==> src/rtl/regfile_wb_arbiter_if.sv <==
// Write-back bus bundle: ALU and LSU write requests, decode source ports and the register-file write port.
// The master side drives the requests; the slave side (the arbiter) drives ready, hazard and the write port.
interface regfile_wb_arbiter_if #(
  parameter int DATA_N = 32
);
  logic              alu_valid;
  logic [4:0]        alu_rd_addr;
  logic [DATA_N-1:0] alu_data;
  logic              lsu_valid;
  logic              lsu_ready;
  logic [4:0]        lsu_rd_addr;
  logic [DATA_N-1:0] lsu_data;
  logic [4:0]        rs1_addr;
  logic [4:0]        rs2_addr;
  logic              hazard;
  logic              rd_wren;
  logic [4:0]        rd_addr;
  logic [DATA_N-1:0] rd_data;

  modport master (
    output alu_valid, alu_rd_addr, alu_data,
    output lsu_valid, lsu_rd_addr, lsu_data,
    output rs1_addr, rs2_addr,
    input  lsu_ready, hazard, rd_wren, rd_addr, rd_data
  );

  modport slave (
    input  alu_valid, alu_rd_addr, alu_data,
    input  lsu_valid, lsu_rd_addr, lsu_data,
    input  rs1_addr, rs2_addr,
    output lsu_ready, hazard, rd_wren, rd_addr, rd_data
  );
endinterface

==> src/rtl/regfile_wb_arbiter.sv <==
// Register-file write-back arbiter: ALU wins every cycle, LSU results queue in a DEPTH-entry FIFO.
// Latency 1 for ALU (and for LSU bypass under WB_LSU_BYPASS_EN), LSU >= 2 otherwise; LSU stalls via lsu_ready when full.
module regfile_wb_arbiter #(
  parameter int DATA_N = 32,
  parameter int DEPTH  = 4
) (
  input logic              clk_i,
  input logic              rst_i,
  regfile_wb_arbiter_if.slave wb
);
  localparam int PW = $clog2(DEPTH);
  localparam logic [PW:0] FULL_CNT = (PW+1)'(DEPTH);

  logic [PW-1:0]     wr_ptr_q, wr_ptr_d;
  logic [PW-1:0]     rd_ptr_q, rd_ptr_d;
  logic [PW:0]       count_q, count_d;
  logic              rd_wren_q, rd_wren_d;
  logic [4:0]        rd_addr_q, rd_addr_d;
  logic [DATA_N-1:0] rd_data_q, rd_data_d;
  logic [4:0]        mem_addr_q [DEPTH];
  logic [DATA_N-1:0] mem_data_q [DEPTH];

  logic lsu_ready;
  logic alu_wr, lsu_acc, lsu_keep, pop, push, bypass;
  logic hazard;

  // Ready is gated by reset so the LSU never hands off a transfer that the reset edge would drop.
  assign lsu_ready    = ~rst_i & (count_q < FULL_CNT);
  assign wb.lsu_ready = lsu_ready;
  assign wb.rd_wren   = rd_wren_q;
  assign wb.rd_addr   = rd_addr_q;
  assign wb.rd_data   = rd_data_q;
  assign wb.hazard    = hazard;

  always_comb begin
    alu_wr   = wb.alu_valid & (wb.alu_rd_addr != 5'd0);
    lsu_acc  = wb.lsu_valid & lsu_ready;
    lsu_keep = lsu_acc & (wb.lsu_rd_addr != 5'd0);
    pop      = ~alu_wr & (count_q != '0);
`ifdef WB_LSU_BYPASS_EN
    bypass   = lsu_keep & ~alu_wr & (count_q == '0);
`else
    bypass   = 1'b0;
`endif
    push     = lsu_keep & ~bypass;

    wr_ptr_d  = push ? wr_ptr_q + 1'b1 : wr_ptr_q;
    rd_ptr_d  = pop  ? rd_ptr_q + 1'b1 : rd_ptr_q;
    count_d   = count_q + {{PW{1'b0}}, push} - {{PW{1'b0}}, pop};

    rd_wren_d = 1'b0;
    rd_addr_d = rd_addr_q;
    rd_data_d = rd_data_q;
    if (alu_wr) begin
      rd_wren_d = 1'b1;
      rd_addr_d = wb.alu_rd_addr;
      rd_data_d = wb.alu_data;
    end else if (pop) begin
      rd_wren_d = 1'b1;
      rd_addr_d = mem_addr_q[rd_ptr_q];
      rd_data_d = mem_data_q[rd_ptr_q];
    end else if (bypass) begin
      rd_wren_d = 1'b1;
      rd_addr_d = wb.lsu_rd_addr;
      rd_data_d = wb.lsu_data;
    end
  end

  // A slot is live when its distance from the read pointer is below the occupancy.
  always_comb begin
    hazard = 1'b0;
    for (int i = 0; i < DEPTH; i++) begin
      if ({1'b0, PW'(i) - rd_ptr_q} < count_q) begin
        if ((wb.rs1_addr != 5'd0) && (wb.rs1_addr == mem_addr_q[i])) hazard = 1'b1;
        if ((wb.rs2_addr != 5'd0) && (wb.rs2_addr == mem_addr_q[i])) hazard = 1'b1;
      end
    end
    if (rd_wren_q) begin
      if ((wb.rs1_addr != 5'd0) && (wb.rs1_addr == rd_addr_q)) hazard = 1'b1;
      if ((wb.rs2_addr != 5'd0) && (wb.rs2_addr == rd_addr_q)) hazard = 1'b1;
    end
  end

  always_ff @(posedge clk_i) begin
    if (rst_i) begin
      wr_ptr_q  <= '0;
      rd_ptr_q  <= '0;
      count_q   <= '0;
      rd_wren_q <= 1'b0;
      rd_addr_q <= 5'd0;
      rd_data_q <= '0;
    end else begin
      wr_ptr_q  <= wr_ptr_d;
      rd_ptr_q  <= rd_ptr_d;
      count_q   <= count_d;
      rd_wren_q <= rd_wren_d;
      rd_addr_q <= rd_addr_d;
      rd_data_q <= rd_data_d;
    end
  end

  // Storage needs no reset: occupancy alone decides which slots are meaningful.
  always_ff @(posedge clk_i) begin
    if (push && !rst_i) begin
      mem_addr_q[wr_ptr_q] <= wb.lsu_rd_addr;
      mem_data_q[wr_ptr_q] <= wb.lsu_data;
    end
  end
endmodule

==> src/flat_wrapper.sv <==
// flat-port wrapper written by rule: the top's interface ports become plain ports
module regfile_wb_arbiter_flat 
#(
  parameter int DATA_N = 32,
  parameter int DEPTH  = 4
)
  (clk_i, rst_i, wb_alu_valid, wb_alu_rd_addr, wb_alu_data, wb_lsu_valid, wb_lsu_rd_addr, wb_lsu_data, wb_rs1_addr, wb_rs2_addr, wb_lsu_ready, wb_hazard, wb_rd_wren, wb_rd_addr, wb_rd_data);
  regfile_wb_arbiter_if #(.DATA_N(DATA_N)) wb_i ();
  input logic clk_i;
  input logic rst_i;
  input wire logic [$bits(wb_i.alu_valid)-1:0] wb_alu_valid;
  input wire logic [$bits(wb_i.alu_rd_addr)-1:0] wb_alu_rd_addr;
  input wire logic [$bits(wb_i.alu_data)-1:0] wb_alu_data;
  input wire logic [$bits(wb_i.lsu_valid)-1:0] wb_lsu_valid;
  input wire logic [$bits(wb_i.lsu_rd_addr)-1:0] wb_lsu_rd_addr;
  input wire logic [$bits(wb_i.lsu_data)-1:0] wb_lsu_data;
  input wire logic [$bits(wb_i.rs1_addr)-1:0] wb_rs1_addr;
  input wire logic [$bits(wb_i.rs2_addr)-1:0] wb_rs2_addr;
  output wire logic [$bits(wb_i.lsu_ready)-1:0] wb_lsu_ready;
  output wire logic [$bits(wb_i.hazard)-1:0] wb_hazard;
  output wire logic [$bits(wb_i.rd_wren)-1:0] wb_rd_wren;
  output wire logic [$bits(wb_i.rd_addr)-1:0] wb_rd_addr;
  output wire logic [$bits(wb_i.rd_data)-1:0] wb_rd_data;
  assign wb_i.alu_valid = wb_alu_valid;
  assign wb_i.alu_rd_addr = wb_alu_rd_addr;
  assign wb_i.alu_data = wb_alu_data;
  assign wb_i.lsu_valid = wb_lsu_valid;
  assign wb_i.lsu_rd_addr = wb_lsu_rd_addr;
  assign wb_i.lsu_data = wb_lsu_data;
  assign wb_i.rs1_addr = wb_rs1_addr;
  assign wb_i.rs2_addr = wb_rs2_addr;
  assign wb_lsu_ready = wb_i.lsu_ready;
  assign wb_hazard = wb_i.hazard;
  assign wb_rd_wren = wb_i.rd_wren;
  assign wb_rd_addr = wb_i.rd_addr;
  assign wb_rd_data = wb_i.rd_data;
  regfile_wb_arbiter #(.DATA_N(DATA_N), .DEPTH(DEPTH)) u_core (.clk_i(clk_i), .rst_i(rst_i), .wb(wb_i));
endmodule
==> config.mk <==
export PLATFORM = sky130hd
export DESIGN_NAME = regfile_wb_arbiter_flat
export DESIGN_NICKNAME = d
export VERILOG_FILES = /design/src/rtl/regfile_wb_arbiter_if.sv /design/src/rtl/regfile_wb_arbiter.sv /design/src/flat_wrapper.sv
export SDC_FILE = /design/constraint.sdc
export NUM_CORES = 1
export LEC_CHECK = 0
export ABC_AREA = 0
export CAP_MARGIN = 20
export CORE_AREA = 2 2 152 154
export DETAILED_ROUTE_END_ITERATION = 7
export DIE_AREA = 0 0 154 156
export DONT_BUFFER_PORTS = 1
export GPL_ROUTABILITY_DRIVEN = 0
export SYNTH_ARGS = -nofsm -noshare
export SYNTH_HDL_FRONTEND = slang
export SYNTH_SLANG_ARGS = --single-unit
==> constraint.sdc <==
create_clock -name clk_i -period 3.85 [get_ports clk_i]
set_input_delay 0.9625 -clock clk_i [delete_from_list [all_inputs] [get_ports clk_i]]
set_output_delay 0.9625 -clock clk_i [all_outputs]
set_load 0.01 [all_outputs]
* After elaboration in Yosys (flattened, before gate mapping)
Memories as Yosys holds them, arrays and structs flattened. A register that Yosys moved wholly into a read port is not among the register bits.
Cells that the tools add are included.
** Storage, ports and cells
- Register bits after elaboration :: 45
- Latch bits :: 0
- Bits in writable memories :: 148
- Memory bits (read-only) :: 0
- Input port bits :: 88
- Output and inout bits :: 40
- Memories kept :: 2
** Cells by class
- $add $sub $neg :: 8
- Multipliers :: 0
- Divide/modulo/power cells :: 0
- Magnitude comparators :: 5
- Equality and inequality tests :: 10
- Shifts and indexed selects :: 0
- Multiplexer cells :: 27
- Bitwise logic cells :: 7
- Reduce and logical (&&, ||, !) cells :: 18
** Memories
- u_core.mem_data_q :: depth 4, width 32, rd ports 1, clocked after Yosys merged registers in 1, wr ports 1, RTL line regfile_wb_arbiter.sv:21 : logic [DATA_N-1:0] mem_data_q [DEPTH];
- u_core.mem_addr_q :: depth 4, width 5, rd ports 5, clocked after Yosys merged registers in 1, wr ports 1, RTL line regfile_wb_arbiter.sv:20 : logic [4:0] mem_addr_q [DEPTH];
** Operator list (count)
- 32-bit 2-to-1 mux :: 2
- 5-bit equality test :: 10
- 5-bit nonzero test :: 4
- 1-bit 2-to-1 mux :: 19
- 2-bit by 3-bit < comparator with 1-bit output :: 4
- 1-bit logical AND :: 11
- 5-bit 2-to-1 mux :: 2
- 2-bit 2-to-1 mux :: 4
- 1-bit AND :: 5
- 2-bit by 1-bit adder with 2-bit output (second input constant) :: 2
- 1-bit by 2-bit subtractor with 2-bit output (first input constant) :: 2
- 2-bit subtractor (first input constant) :: 2
- 3-bit by 1-bit adder with 3-bit output :: 1
- 3-bit < comparator (second input constant) :: 1
- 3-bit nonzero test :: 1
- 3-bit by 1-bit subtractor with 3-bit output :: 1
- 1-bit inverter :: 2
- 2-bit nonzero test :: 1
- 1-bit zero test :: 1

* Depth between registers and ports, before layout
An unclocked memory read counts as a cell.
- Word-level depth :: 18
- Mapped depth :: 12

* Least setup slack after synthesis
Ideal clock, no wire load.
- Path kind :: input -> output
- Start :: input wb_rs2_addr[1]
- End :: output wb_hazard
- Data arrival time :: 2.272 ns
- Data required time :: 2.888 ns
- Path slack :: 0.615 ns
- Stages :: 6
- Path buffers :: 1
- Cells stage by stage :: clkbuf_1 or4_1 o211ai_1 o22ai_1 a22oi_1 nand4_1
** On the way
- Word-level cells in the longest chain between the ends :: 16
** Ends and longest elaborated chain
- start: declaration :: RTL line flat_wrapper.sv:18 : input wire logic [$bits(wb_i.rs2_addr)-1:0] wb_rs2_addr;
- 5-bit equality test / 5-bit nonzero test (equally long branches) :: RTL line regfile_wb_arbiter.sv:75, regfile_wb_arbiter.sv:80
- 1-bit logical AND :: RTL line regfile_wb_arbiter.sv:75 : if ((wb.rs2_addr != 5'd0) && (wb.rs2_addr == mem_addr_q[i])) hazard = 1'b1;
- 1-bit 2-to-1 mux :: RTL line regfile_wb_arbiter.sv:75
- 1-bit 2-to-1 mux :: RTL line regfile_wb_arbiter.sv:73 : if ({1'b0, PW'(i) - rd_ptr_q} < count_q) begin
- 1-bit 2-to-1 mux :: RTL line regfile_wb_arbiter.sv:74 : if ((wb.rs1_addr != 5'd0) && (wb.rs1_addr == mem_addr_q[i])) hazard = 1'b1;
- 1-bit 2-to-1 mux :: RTL line regfile_wb_arbiter.sv:75
- 1-bit 2-to-1 mux :: RTL line regfile_wb_arbiter.sv:73
- 1-bit 2-to-1 mux :: RTL line regfile_wb_arbiter.sv:74
- 1-bit 2-to-1 mux :: RTL line regfile_wb_arbiter.sv:75
- 1-bit 2-to-1 mux :: RTL line regfile_wb_arbiter.sv:73
- 1-bit 2-to-1 mux :: RTL line regfile_wb_arbiter.sv:74
- 1-bit 2-to-1 mux :: RTL line regfile_wb_arbiter.sv:75
- 1-bit 2-to-1 mux :: RTL line regfile_wb_arbiter.sv:73
- 1-bit 2-to-1 mux :: RTL line regfile_wb_arbiter.sv:79 : if ((wb.rs1_addr != 5'd0) && (wb.rs1_addr == rd_addr_q)) hazard = 1'b1;
- 1-bit 2-to-1 mux :: RTL line regfile_wb_arbiter.sv:80 : if ((wb.rs2_addr != 5'd0) && (wb.rs2_addr == rd_addr_q)) hazard = 1'b1;
- 1-bit 2-to-1 mux * :: RTL line regfile_wb_arbiter.sv:78 : if (rd_wren_q) begin
- end: declaration :: RTL line flat_wrapper.sv:20 : output wire logic [$bits(wb_i.hazard)-1:0] wb_hazard;
Every way passes the cells marked *; elsewhere a longest branch is shown, timed or not.

* Final worst setup path
Same ends and word-level chain as after synthesis.

==> summary.txt <==
STA
  – Tmin final: 3.30 ns
  – Fmax: 0.303 GHz
  – Final hold vios: 0
  – RSZ-0062 raised after global routing: false
  – Setup Viol. Count Final: 0
  – Hold Slack: 0.524 ns
  – Final worst-path cycle share: 85.7%
  – Fin. max-slew vios: 0
  – Total negative slack: 0 ns
  – Relative slew slack: 27.9%
  – Worst Tran Pin Value: 1.08 ns
  – Final worst clock skew: 0.0158 ns

Logic synthesis
  – Number of flops mapped to enable cells by yosys: 148
  – Yosys top cell by area: edfxtp_1
  – Async SR Flop Fraction: 0%
  – Yosys warning count: 0
  – Area of the mapped netlist: 0.00821 mm2
  – Syn_area_per_cell: 14.6 um2
  – Top-area cell type share of the netlist area: 54.1%
  – Top cells by area, synth: edfxtp_1, dfxtp_1, mux4_2, xnor2_1, nand2_1
  – Cell with the most instances after synthesis: edfxtp_1
  – Cell count after synthesis: 561
  – Net Count, Synth: 660
  – Post-synthesis register bit count: 195
  – Most frequent cells after synthesis: edfxtp_1, nand2_1, nor2_1
  – Seq/Total Area, Yosys: 65.6%
  – Netlist cell types: 35
  – Main flop type after synthesis: edfxtp_1

Floorplan
  – I/O pin count: 128
  – DIE WIDTH: 154 um
  – Placeable core region: 0.0224 mm2
  – Die Area: 0.0240 mm2
  – Row count: 55
  – Starting Density: 36.7%
  – Die H: 156 um

Clocking
  – Clock sink count: 195
  – CTS tree: done
  – CTS H-tree depth: 4
  – CTS root buffer: clkbuf_16
  – CTS Buf Count: 17
  – Buffer count from post-CTS setup fixing: 0
  – Resize count post-CTS: 0
  – CTS Hold Bufs: 0
  – Clk slew on worst S/H paths: 0.08 ns
  – Worst-Skew Late Latency: 0.44 ns
  – Clock Path Buffers: 2

Pwr
  – Cell Pwr Density: 628 mW/mm2
  – Internal power: 3.91 mW
  – Leakage: 2.91 nW
  – Share of power burned in the clock network: 32.0%
  – Sw Share: 32.0%
  – Flop pwr share: 46.3%
  – Net switching power: 1.84 mW
  – Comb power frac: 21.8%
  – Worst VDD drop: 0.249 mV
  – Total chip power: 5.75 mW

Drt
  – First-pass DRT Iterations: 4
  – DRT iter0 DRCs: 368
  – DRC errors left: 0
  – Vias per std cell: 5.42
  – WL per Instance: 21.7 um
  – Vias: 4592
  – WL final: 18400 um
  – Final ANT Viol Nets: 0

Layout
  – Area Growth Syn to Fin: 11.7%
  – Diodes inserted: 0
  – Share of cells above drive strength 1: 16.5%
  – Final core utilization: 41.0%
  – Nets@finish: 648

Critical path
  – Crit path required time: 2.89 ns
  – Startpoint types: input pin
  – Setup crit end kind: primary output
  – FF-to-FF Start: u_core.count_q[2]
  – Critical Path AT: 2.34 ns
  – CP max FO: 6
  – Setup CP Type: input pin to primary output
  – CP startpoint: wb_rs2_addr[1]

GRT
  – Total track usage: 15.6%
  – Largest net degree at the start of global routing: 76
  – First-pass GRT wire length: 27900 um
  – Grt ovf: 0
  – Vias in the first global route: 4931
  – Initial antenna violation count: 0

Job
  – Maxcap violations: 0

Placement
  – Detailed Place HPWL: 12100 um
  – Number of port buffers: 0

Hold path
  – Min-delay src: u_core.wb.rd_data[11]
  – Worst hold path class: flip-flop to flip-flop

Status
  – Outcome: finished, final reports clean
## layer usage
| layer | vias to the layer above | global-route usage [%] | routed length (um) |
|---|---|---|---|
| li1 | 2081 | - | - |
| met1 | 2320 | 18.4 | 7420 |
| met2 | 154 | 26.6 | 9240 |
| met3 | 37 | 4.44 | 1200 |
| met4 | 0 | 6.99 | 516 |
| met5 | - | 0 | 0 |
## path summary, 6_finish.rpt
| kind | endpoint | slack, ns | cells past startpoint |
|---|---|---|---|
| setup reg to reg | u_core.count_q[2] | 1.40 | 10 |
| setup / recovery | wb_hazard | 0.55 | 5 |
| hold reg to reg | u_core.wb.rd_data[11] | 0.52 | 2 |
| hold / removal | u_core.wb.rd_data[11] | 0.52 | 2 |
## power by group through the flow
stage,logic [mW],clock network (mW),registers (mW)
finish,1.25,1.84,2.66
CTS,1.28,1.89,2.67
global placement,1.26,0,2.71
floorplan,1.04,0,2.58
global route,1.39,1.96,2.69
detailed placement,1.28,0,2.72
## worst max-delay path, cell delays in order
cell and delay (ns):
or4_1 0.59, nor2_1 0.22, nor4_1 0.12, o22ai_1 0.22, nand4_1 0.22
## metrics by stage
step	instances	instance area [um2]	worst slack [ns]
finish	847	9170	0.552
global route	847	9170	0.480
CTS	847	9170	0.608
detailed placement	815	8530	0.617
global placement	815	8530	0.682
floorplan	561	8210	0.615
## layout by cell type, fill, tap and decap left out, types with 6 or more instances in the layout
| master | n |
|---|---|
| xor2_1 | 13 |
| mux4_2 | 37 |
| clkbuf_16 | 17 |
| nand3_1 | 11 |
| inv_1 | 8 |
| edfxtp_1 | 148 |
| ha_1 | 10 |
| a311oi_1 | 32 |
| a21oi_1 | 6 |
| nand2_1 | 77 |
| nor2_1 | 48 |
| xnor2_1 | 43 |
| dfxtp_1 | 45 |
| nor4_1 | 6 |
## cell type report
type                       instances  area (um2)
clock buffer                      17         425
tap                              285         357
inverter                           8        30.0
sequential                       195        5390
multi-input combinational        317        2620
fill                            2012       13200
clock inverter                    15         213
timing repair buffer              10         138
## cell families after synthesis
kind of cell | synth area share, %
AOI/OAI and AO/OA | 5.62
and+or+nand+nor | 8.00
DFF | 65.6
xor gates and xnor gates | 5.98
buffers and inverters | 2.74
muxes | 10.3
adders and majority gates | 1.77
## state kept, by name (all words and copies together), names as in the netlist, named ones only
name / count
u_core.wr_ptr_q: 2
u_core.count_q: 3
u_core.wb.rd_wren: 1
u_core.wb.rd_data: 32
u_core.rd_ptr_q: 2
u_core.mem_addr_q: 20
u_core.mem_data_q: 128
u_core.wb.rd_addr: 5
(Power assumes the default switching activity.)
